File: src/rtl/multdiv_unit.sv
// Iterative signed 32x32 multiply / divide; 33-edge fixed latency from start to result.
// A new start in any state restarts the unit; no backpressure, result is held until the next start or reset.
module multdiv_unit (
    input  logic        clock,
    input  logic        reset,
    input  logic [31:0] data_operandA,
    input  logic [31:0] data_operandB,
    input  logic        ctrl_MULT,
    input  logic        ctrl_DIV,
    output logic [31:0] data_result,
    output logic        data_exception,
    output logic        data_resultRDY,
    output logic        busy
);

    typedef enum logic [1:0] {IDLE, MULT, DIV, DONE} state_t;

    state_t      state;
    state_t      state_nxt;
    logic        start;
    logic [31:0] mag_a;
    logic [31:0] mag_b;
    logic [4:0]  cnt;
    logic        fin;
    logic        neg;
    logic        div_zero;
    logic [63:0] acc;
    logic [63:0] op_a;
    logic [31:0] op_b;
    logic [32:0] shifted;
    logic [32:0] diff;
    logic [63:0] prod_s;
    logic [31:0] quot_s;

    assign start = ctrl_MULT ^ ctrl_DIV;
    assign mag_a = data_operandA[31] ? (32'd0 - data_operandA) : data_operandA;
    assign mag_b = data_operandB[31] ? (32'd0 - data_operandB) : data_operandB;

    // Restoring-division step: shift the next dividend bit into the partial remainder.
    assign shifted = {acc[31:0], op_b[31]};
    assign diff    = shifted - {1'b0, op_a[31:0]};

    assign prod_s = neg ? (64'd0 - acc) : acc;
    assign quot_s = neg ? (32'd0 - op_b) : op_b;

    always_ff @(posedge clock) begin
        if (reset) state <= IDLE;
        else       state <= state_nxt;
    end

    always_comb begin
        state_nxt = state;
        if (start) begin
            state_nxt = ctrl_MULT ? MULT : DIV;
        end else begin
            case (state)
                MULT, DIV: if (fin) state_nxt = DONE;
                DONE:      state_nxt = IDLE;
                default:   state_nxt = state;
            endcase
        end
    end

    always_comb begin
        busy           = (state == MULT) || (state == DIV);
        data_resultRDY = (state == DONE);
    end

    always_ff @(posedge clock) begin
        if (reset) begin
            cnt            <= 5'd0;
            fin            <= 1'b0;
            neg            <= 1'b0;
            div_zero       <= 1'b0;
            acc            <= 64'd0;
            op_a           <= 64'd0;
            op_b           <= 32'd0;
            data_result    <= 32'd0;
            data_exception <= 1'b0;
        end else if (start) begin
            cnt      <= 5'd0;
            fin      <= 1'b0;
            neg      <= data_operandA[31] ^ data_operandB[31];
            div_zero <= (data_operandB == 32'd0);
            acc      <= 64'd0;
            // Multiply: op_a = shifting multiplicand, op_b = shifting multiplier.
            // Divide:   op_a = fixed divisor, op_b = dividend shifting out / quotient shifting in.
            if (ctrl_MULT) begin
                op_a <= {32'd0, mag_a};
                op_b <= mag_b;
            end else begin
                op_a <= {32'd0, mag_b};
                op_b <= mag_a;
            end
        end else if ((state == MULT) || (state == DIV)) begin
            if (!fin) begin
                cnt <= cnt + 5'd1;
                if (cnt == 5'd31) fin <= 1'b1;
                if (state == MULT) begin
                    acc  <= acc + (op_b[0] ? op_a : 64'd0);
                    op_a <= op_a << 1;
                    op_b <= op_b >> 1;
                end else if (!diff[32]) begin
                    acc  <= {32'd0, diff[31:0]};
                    op_b <= {op_b[30:0], 1'b1};
                end else begin
                    acc  <= {32'd0, shifted[31:0]};
                    op_b <= {op_b[30:0], 1'b0};
                end
            end else if (state == MULT) begin
                data_result    <= prod_s[31:0];
                data_exception <= !((&prod_s[63:31]) || !(|prod_s[63:31]));
            end else if (div_zero) begin
                data_result    <= 32'd0;
                data_exception <= 1'b1;
            end else begin
                // Only MIN / -1 yields a positive quotient with bit 31 set.
                data_result    <= quot_s;
                data_exception <= !neg && op_b[31];
            end
        end
    end

endmodule

File: config.mk
export PLATFORM = sky130hd
export DESIGN_NAME = multdiv_unit
export DESIGN_NICKNAME = d
export VERILOG_FILES = /design/src/rtl/multdiv_unit.sv
export SDC_FILE = /design/constraint.sdc
export NUM_CORES = 1
export LEC_CHECK = 0
export ABC_AREA = 1
export ABC_CLOCK_PERIOD_IN_PS = 7100
export BUFFER_PORTS_ARGS = -buffer_cell sky130_fd_sc_hd__buf_2
export CAP_MARGIN = 25
export CORE_MARGIN = 3
export CORE_UTILIZATION = 43
export CTS_BUF_LIST = sky130_fd_sc_hd__clkbuf_8
export DETAILED_ROUTE_END_ITERATION = 6
export HOLD_SLACK_MARGIN = 0.1
export SLEW_MARGIN = 0
export SYNTH_ARGS = -nofsm -noshare
export SYNTH_HDL_FRONTEND = slang
export SYNTH_SLANG_ARGS = --single-unit
File: constraint.sdc
create_clock -name clock -period 7.1 [get_ports clock]
set_clock_uncertainty 0.05 [all_clocks]
set_input_delay 0.71 -clock clock [delete_from_list [all_inputs] [get_ports clock]]
set_output_delay 0.71 -clock clock [all_outputs]
set_load 0.1 [all_outputs]
## Yosys cells after proc, flatten, opt, wreduce, memory -nomap -nowiden

Cells that the tools add are included.

- Output and inout port bits: 35
- Bits of input ports: 68
- Logic and storage cells: 74
- Register bits after elaboration: 203

- Muxes and demuxes: 28
- $add $sub $neg: 7
- Reductions and logical operators: 19
- Eq/ne operators: 6
- Bitwise logic cells: 4

Operators by type and width:

| cell | number |
|---|---|
| $mux W64 | 7 |
| $mux W32 | 12 |
| $sub A1 B32 Y32 const A | 3 |
| $add A64 B64 Y64 | 1 |
| $sub A1 B64 Y64 const A | 1 |
| $reduce_and A33 Y1 | 1 |
| $reduce_or A33 Y1 | 1 |
| $sub A33 B32 Y33 | 1 |
| $logic_not A32 Y1 | 1 |
| $mux W2 | 3 |
| $reduce_and A2 Y1 | 3 |
| $reduce_and A3 Y1 | 2 |
| $add A5 B1 Y5 const B | 1 |
| $eq A5 B5 Y1 const B | 1 |
| $mux W1 | 5 |
| $eq A2 B2 Y1 const B | 2 |
| $pmux W2 S2 | 1 |
| $reduce_bool A2 Y1 | 2 |
| $reduce_or A2 Y1 | 2 |
| $logic_not A1 Y1 | 3 |
| $ne A3 B3 Y1 const B | 1 |
| $reduce_bool A3 Y1 | 1 |
| $eq A2 B1 Y1 const B | 1 |
| $logic_or A1 B1 Y1 | 2 |
| other kinds (4) | 6 |

## Depth between registers and ports, before layout

- Depth after elaboration: 7
- Depth in mapped cells: 21
- Gate-level depth less buffers: 19

## Worst setup path before layout

Ideal clock, no wire load.

- Path kind: register -> register
- Start: register op_b[0]
- End: register acc[34]
- Data required time: 6918 ps
- Setup slack: 4287 ps
- Clock period less this slack: 2813 ps
- Cell stages (with the launch flop): 20
- Buffers on the path: 2
- Arrival time: 2631 ps
- Setup time: 132 ps
- Path through: dfxtp_1 clkbuf_1 clkbuf_1 nand2_1 inv_1 ha_1 fa_1 nand3_1 nand2_1 a21oi_1 o21ai_0 nand2_1 nand2_1 nand2_1 nand2_1 nand2_1 nand2_1 or2_2 nand3_1 a21oi_1

- Longest elaborated chain between the ends: 3

Ends and longest elaborated chain:

| item | line | RTL |
|---|---|---|
| start: declaration | 29 | `logic [31:0] op_b;` |
| start signal: assignment | 90 | `op_b <= mag_b;` |
| start signal: assignment | 93 | `op_b <= mag_a;` |
| start signal: assignment | 102 | `op_b <= op_b >> 1;` |
| $mux W64 | 100 | `acc <= acc + (op_b[0] ? op_a : 64'd0);` |
| $add A64 B64 Y64 | 100 |  |
| $mux W64 | 99 | `if (state == MULT) begin` |
| end signal: assignment | 100 |  |
| end signal: assignment | 104 | `acc <= {32'd0, diff[31:0]};` |
| end signal: assignment | 107 | `acc <= {32'd0, shifted[31:0]};` |
| end: declaration | 27 | `logic [63:0] acc;` |

No other way between the ends.
A chain may end at the register's enable or synchronous reset.

## Worst setup path in the final report

- Start: register op_b[0]
- End: register acc[48]

The elaborated chain is that of the path after synthesis.

==> flow_metrics.tcl <==
set metrics [dict create \
    postSynthCellCount 3668 \
    synth_cell_types 48 \
    ys_ff_latch 203 \
    status "finished, final reports clean" \
    synth-simple-area-share_pct 34.5 \
    fin_util_pct 47.7 \
    crit_chain "nand2_1 -> inv_1 -> ha_1 -> fa_1 -> nand3_1 -> nand2_1 -> a21oi_1 -> o21ai_0 -> a21oi_1 -> o21ai_0 -> a21oi_1 -> nand2_1 -> nand3_1 -> a21oi_1" \
    startpoint_type "flip-flop" \
    nNetsFinal 3878 \
    drv_slew 0 \
    synth_top_family_by_area "simple AND/OR/NAND/NOR gates" \
    cp-end-kind "flip-flop" \
    floorplan.rows 80 \
    die_w_microns 226 \
    async_reset_ff_share_pct 0 \
    r2r_slack_ns 3.10 \
    cts_htree_levels 2 \
    cp_common_cell "a21oi_1" \
    viasPerCell 5.67 \
    finalHoldViolCount 0 \
    cts_hold_buf 0 \
    cpMaxStageDelayCell "dfxtp_4" \
    syn_to_final_growth_pct 9.20 \
    worst-path-max-fanout 67 \
    cts_setup_buffers 0 \
    cp.required_ns 7.59 \
    synth.area.top_cells "dfxtp_1, nand2_1, inv_1" \
    r2r_cells 14 \
    yosys.area_share.xor_xnor_pct 4.11 \
    gr-usage-all-layers_pct 33.1 \
    crit_buf_inv 1 \
    drtIter0Drc 2862 \
    ys.flop_type "dfxtp_1" \
    grt_overflow 0 \
    place_area_sq_um 21900 \
    fin_ws_ns 3.10 \
    hp-class "in2reg" \
    vias 24700 \
    synth-compound-area-share_pct 23.7 \
    ys_seq_area_share_pct 19.5 \
    synthAdderAreaFrac_pct 6.36 \
    slew_headroom_pct 24.0 \
    port_buffers 102 \
    cts_buffers 41 \
    rsz0062_at_grt "false" \
    boundaryPins 103 \
    cpPeakStageDelay_ns 0.89 \
    clk_latency_ns 0.63 \
    grt_pass1_vias 22200 \
    drc 0 \
    layout-drive-gt1-share_pct 6.93 \
    syn-num-nets 3841 \
    worst_ep_arrival_time_ns 4.49 \
    syn_avg_cell_area_sq_um 5.69 \
    fmax_mhz 250 \
    wl_per_cell_microns 19.9 \
    start_util_pct 43.7 \
    clk_path_buf_depth 3 \
    cts_tree "yes" \
    ir_worst_vdd_mv 0.288 \
    die_area_sq_um 51300 \
    grt_max_degree 69 \
    final_cell_area_sq_um 22800 \
    finalCriticalPeriod_ns 4.00 \
    critPathLaunch "op_b[0]$_SDFFE_PP0P_" \
    routed_wl_microns 86600 \
    cts.sinks 203 \
    critical_path_class "reg2reg" \
    cp.depth 14 \
    dr.pass1.iters 6 \
    synth_top_area_cell "dfxtp_1" \
    finalCritPeriodShare_pct 56.3 \
    muxShareOfSynthArea_pct 0 \
    worst_pin_slew_ns 1.14 \
    total_power_mw 7.70 \
    endpoint "acc[48]$_SDFFE_PP0P_" \
    grt_antenna_before_repair 3 \
    ant_nets 0 \
    setup_tns_ns 0 \
    synth_enable_flop_cells 0 \
    path_clk_slew_ns 0.06 \
    setup_viol 0 \
    critPathTopFamily "compound AO/OA/AOI/OAI gates" \
    dpl.hpwl_microns 69200 \
    powerDensity_nw_per_um2 338 \
    r2r_start "op_b[0]$_SDFFE_PP0P_" \
    core_sq_um 47800 \
    r2r-end "acc[48]$_SDFFE_PP0P_" \
    die_h_microns 226 \
    syn-cell-area_sq_um 20900 \
    cap_viol_max_count 0 \
    yosysWarnings 0 \
    p_leak_nw 11.2 \
    cts_resized 0 \
    yosysTopAreaCellShare_pct 19.5 \
    grt_pass1_wl_microns 132000 \
    place_congestion 1.03 \
    fill_cells 5314 \
    dp_worst_setup_slack_ns 3.15 \
    cts_root_buf "clkbuf_8" \
]
[power by group]
part / switching (mW) / leakage, nW / internal [mW]
clock network: 0.613 / 0.506 / 0.794
logic: 3.23 / 9.00 / 1.40
registers: 0.366 / 1.66 / 1.30
[final cells by class]
cell class	instances	area (sq um)	share of cell area [%]
repair buffers	124	696	3.05
inverters	521	1960	8.58
clock buffers	57	785	3.44
multi-input cells	2814	14400	63.0
well taps	615	769	3.37
diodes	1	2.50	0.0110
clock inverters	18	161	0.708
flip-flops and latches	203	4070	17.9
[worst register-to-register path, delay by kind of cell, from the launching register on]
kind                       cells  cell delay (ns)
AOI/OAI and AO/OA              6             1.87
and+or+nand+nor                5             0.58
buffers and inverters          1             0.09
DFF                            1             0.89
adders and majority gates      2             0.44
[sequential cells by signal, summed over array words and instances (netlist names), 2 cells and up]
name         flops
acc             64
op_a            64
data_result     32
op_b            32
cnt              5
state            2
[routing by layer]
metal	vias to the layer above	wire length, microns	track usage [%]
met5	-	10	0
met4	2	3070	10.9
met1	11200	40200	49.3
met3	177	9400	7.30
met2	1168	33900	46.6
li1	12200	-	-
[through the flow]
| stage | hold slack [ns] | cells |
|---|---|---|
| 6_report | 0.395 | 4353 |
| 5_1_grt | 0.402 | 4353 |
| 4_1_cts | 0.362 | 4351 |
| 3_5_place_dp | 0.408 | 4276 |
| 3_3_place_gp | 0.400 | 4275 |
| 2_1_floorplan | 0.391 | 3668 |
[cell families (layout without fill, tap and decap cells)]
group | count (synthesis) | count (layout)
adder cells (fa/ha/maj) | 105 | 105
flip-flops | 203 | 203
XOR/XNOR | 98 | 98
other | 0 | 1
buffers and inverters | 651 | 720
AND/OR/NAND/NOR | 1740 | 1740
AO/OA/AOI/OAI | 871 | 871
[cells in the mapped netlist, types with 26 or more instances]
| library cell | n |
|---|---|
| inv_1 | 510 |
| nor2_1 | 404 |
| clkbuf_1 | 94 |
| nand3_1 | 228 |
| nand4_1 | 33 |
| xnor2_1 | 28 |
| nor3_1 | 42 |
| ha_1 | 103 |
| nand2_1 | 958 |
| dfxtp_1 | 203 |
| o21a_1 | 26 |
| o211ai_1 | 79 |
| xor2_1 | 70 |
| a31oi_1 | 44 |
| o21ai_0 | 287 |
| a21oi_1 | 333 |
[worst min path at each step]
stage                                startpoint               endpoint  slack [ns]  depth (start not counted)
final                          data_operandA[0]   op_a[0]$_SDFFE_PP0P_        0.39                          3
after global routing          data_operandB[30]  div_zero$_SDFFE_PP0N_        0.40                          4
after CTS                      data_operandA[0]   op_a[0]$_SDFFE_PP0P_        0.36                          3
after detailed placement  op_a[56]$_SDFFE_PP0P_  op_a[56]$_SDFFE_PP0P_        0.41                          2
after global placement    op_a[63]$_SDFFE_PP0P_  op_a[63]$_SDFFE_PP0P_        0.40                          2
after floorplan           op_a[63]$_SDFFE_PP0P_  op_a[63]$_SDFFE_PP0P_        0.39                          2
[placed cells by master (no fill, tap or decap), types with 6 or more instances in the layout]
cell type and count:
a31oi_1 44, nand2_1 958, xnor2_1 28, o2111ai_1 20, inv_2 11, or2_2 24, nor2_2 7, nand3b_1 19
nand4_1 33, xor2_1 70, o21ai_1 14, nor3_1 42, o21a_1 26, nand3_1 228, clkinv_2 8, o21ai_0 287
o211ai_1 79, inv_1 513, buf_2 102, buf_4 21, o21bai_1 15, a221oi_1 13, a21o_1 10, o221ai_1 6
dfxtp_1 201, nor4_1 8, clkbuf_8 57, a21oi_1 333, nor2_1 401, ha_1 102
Power figures use the tool's default switching activity.
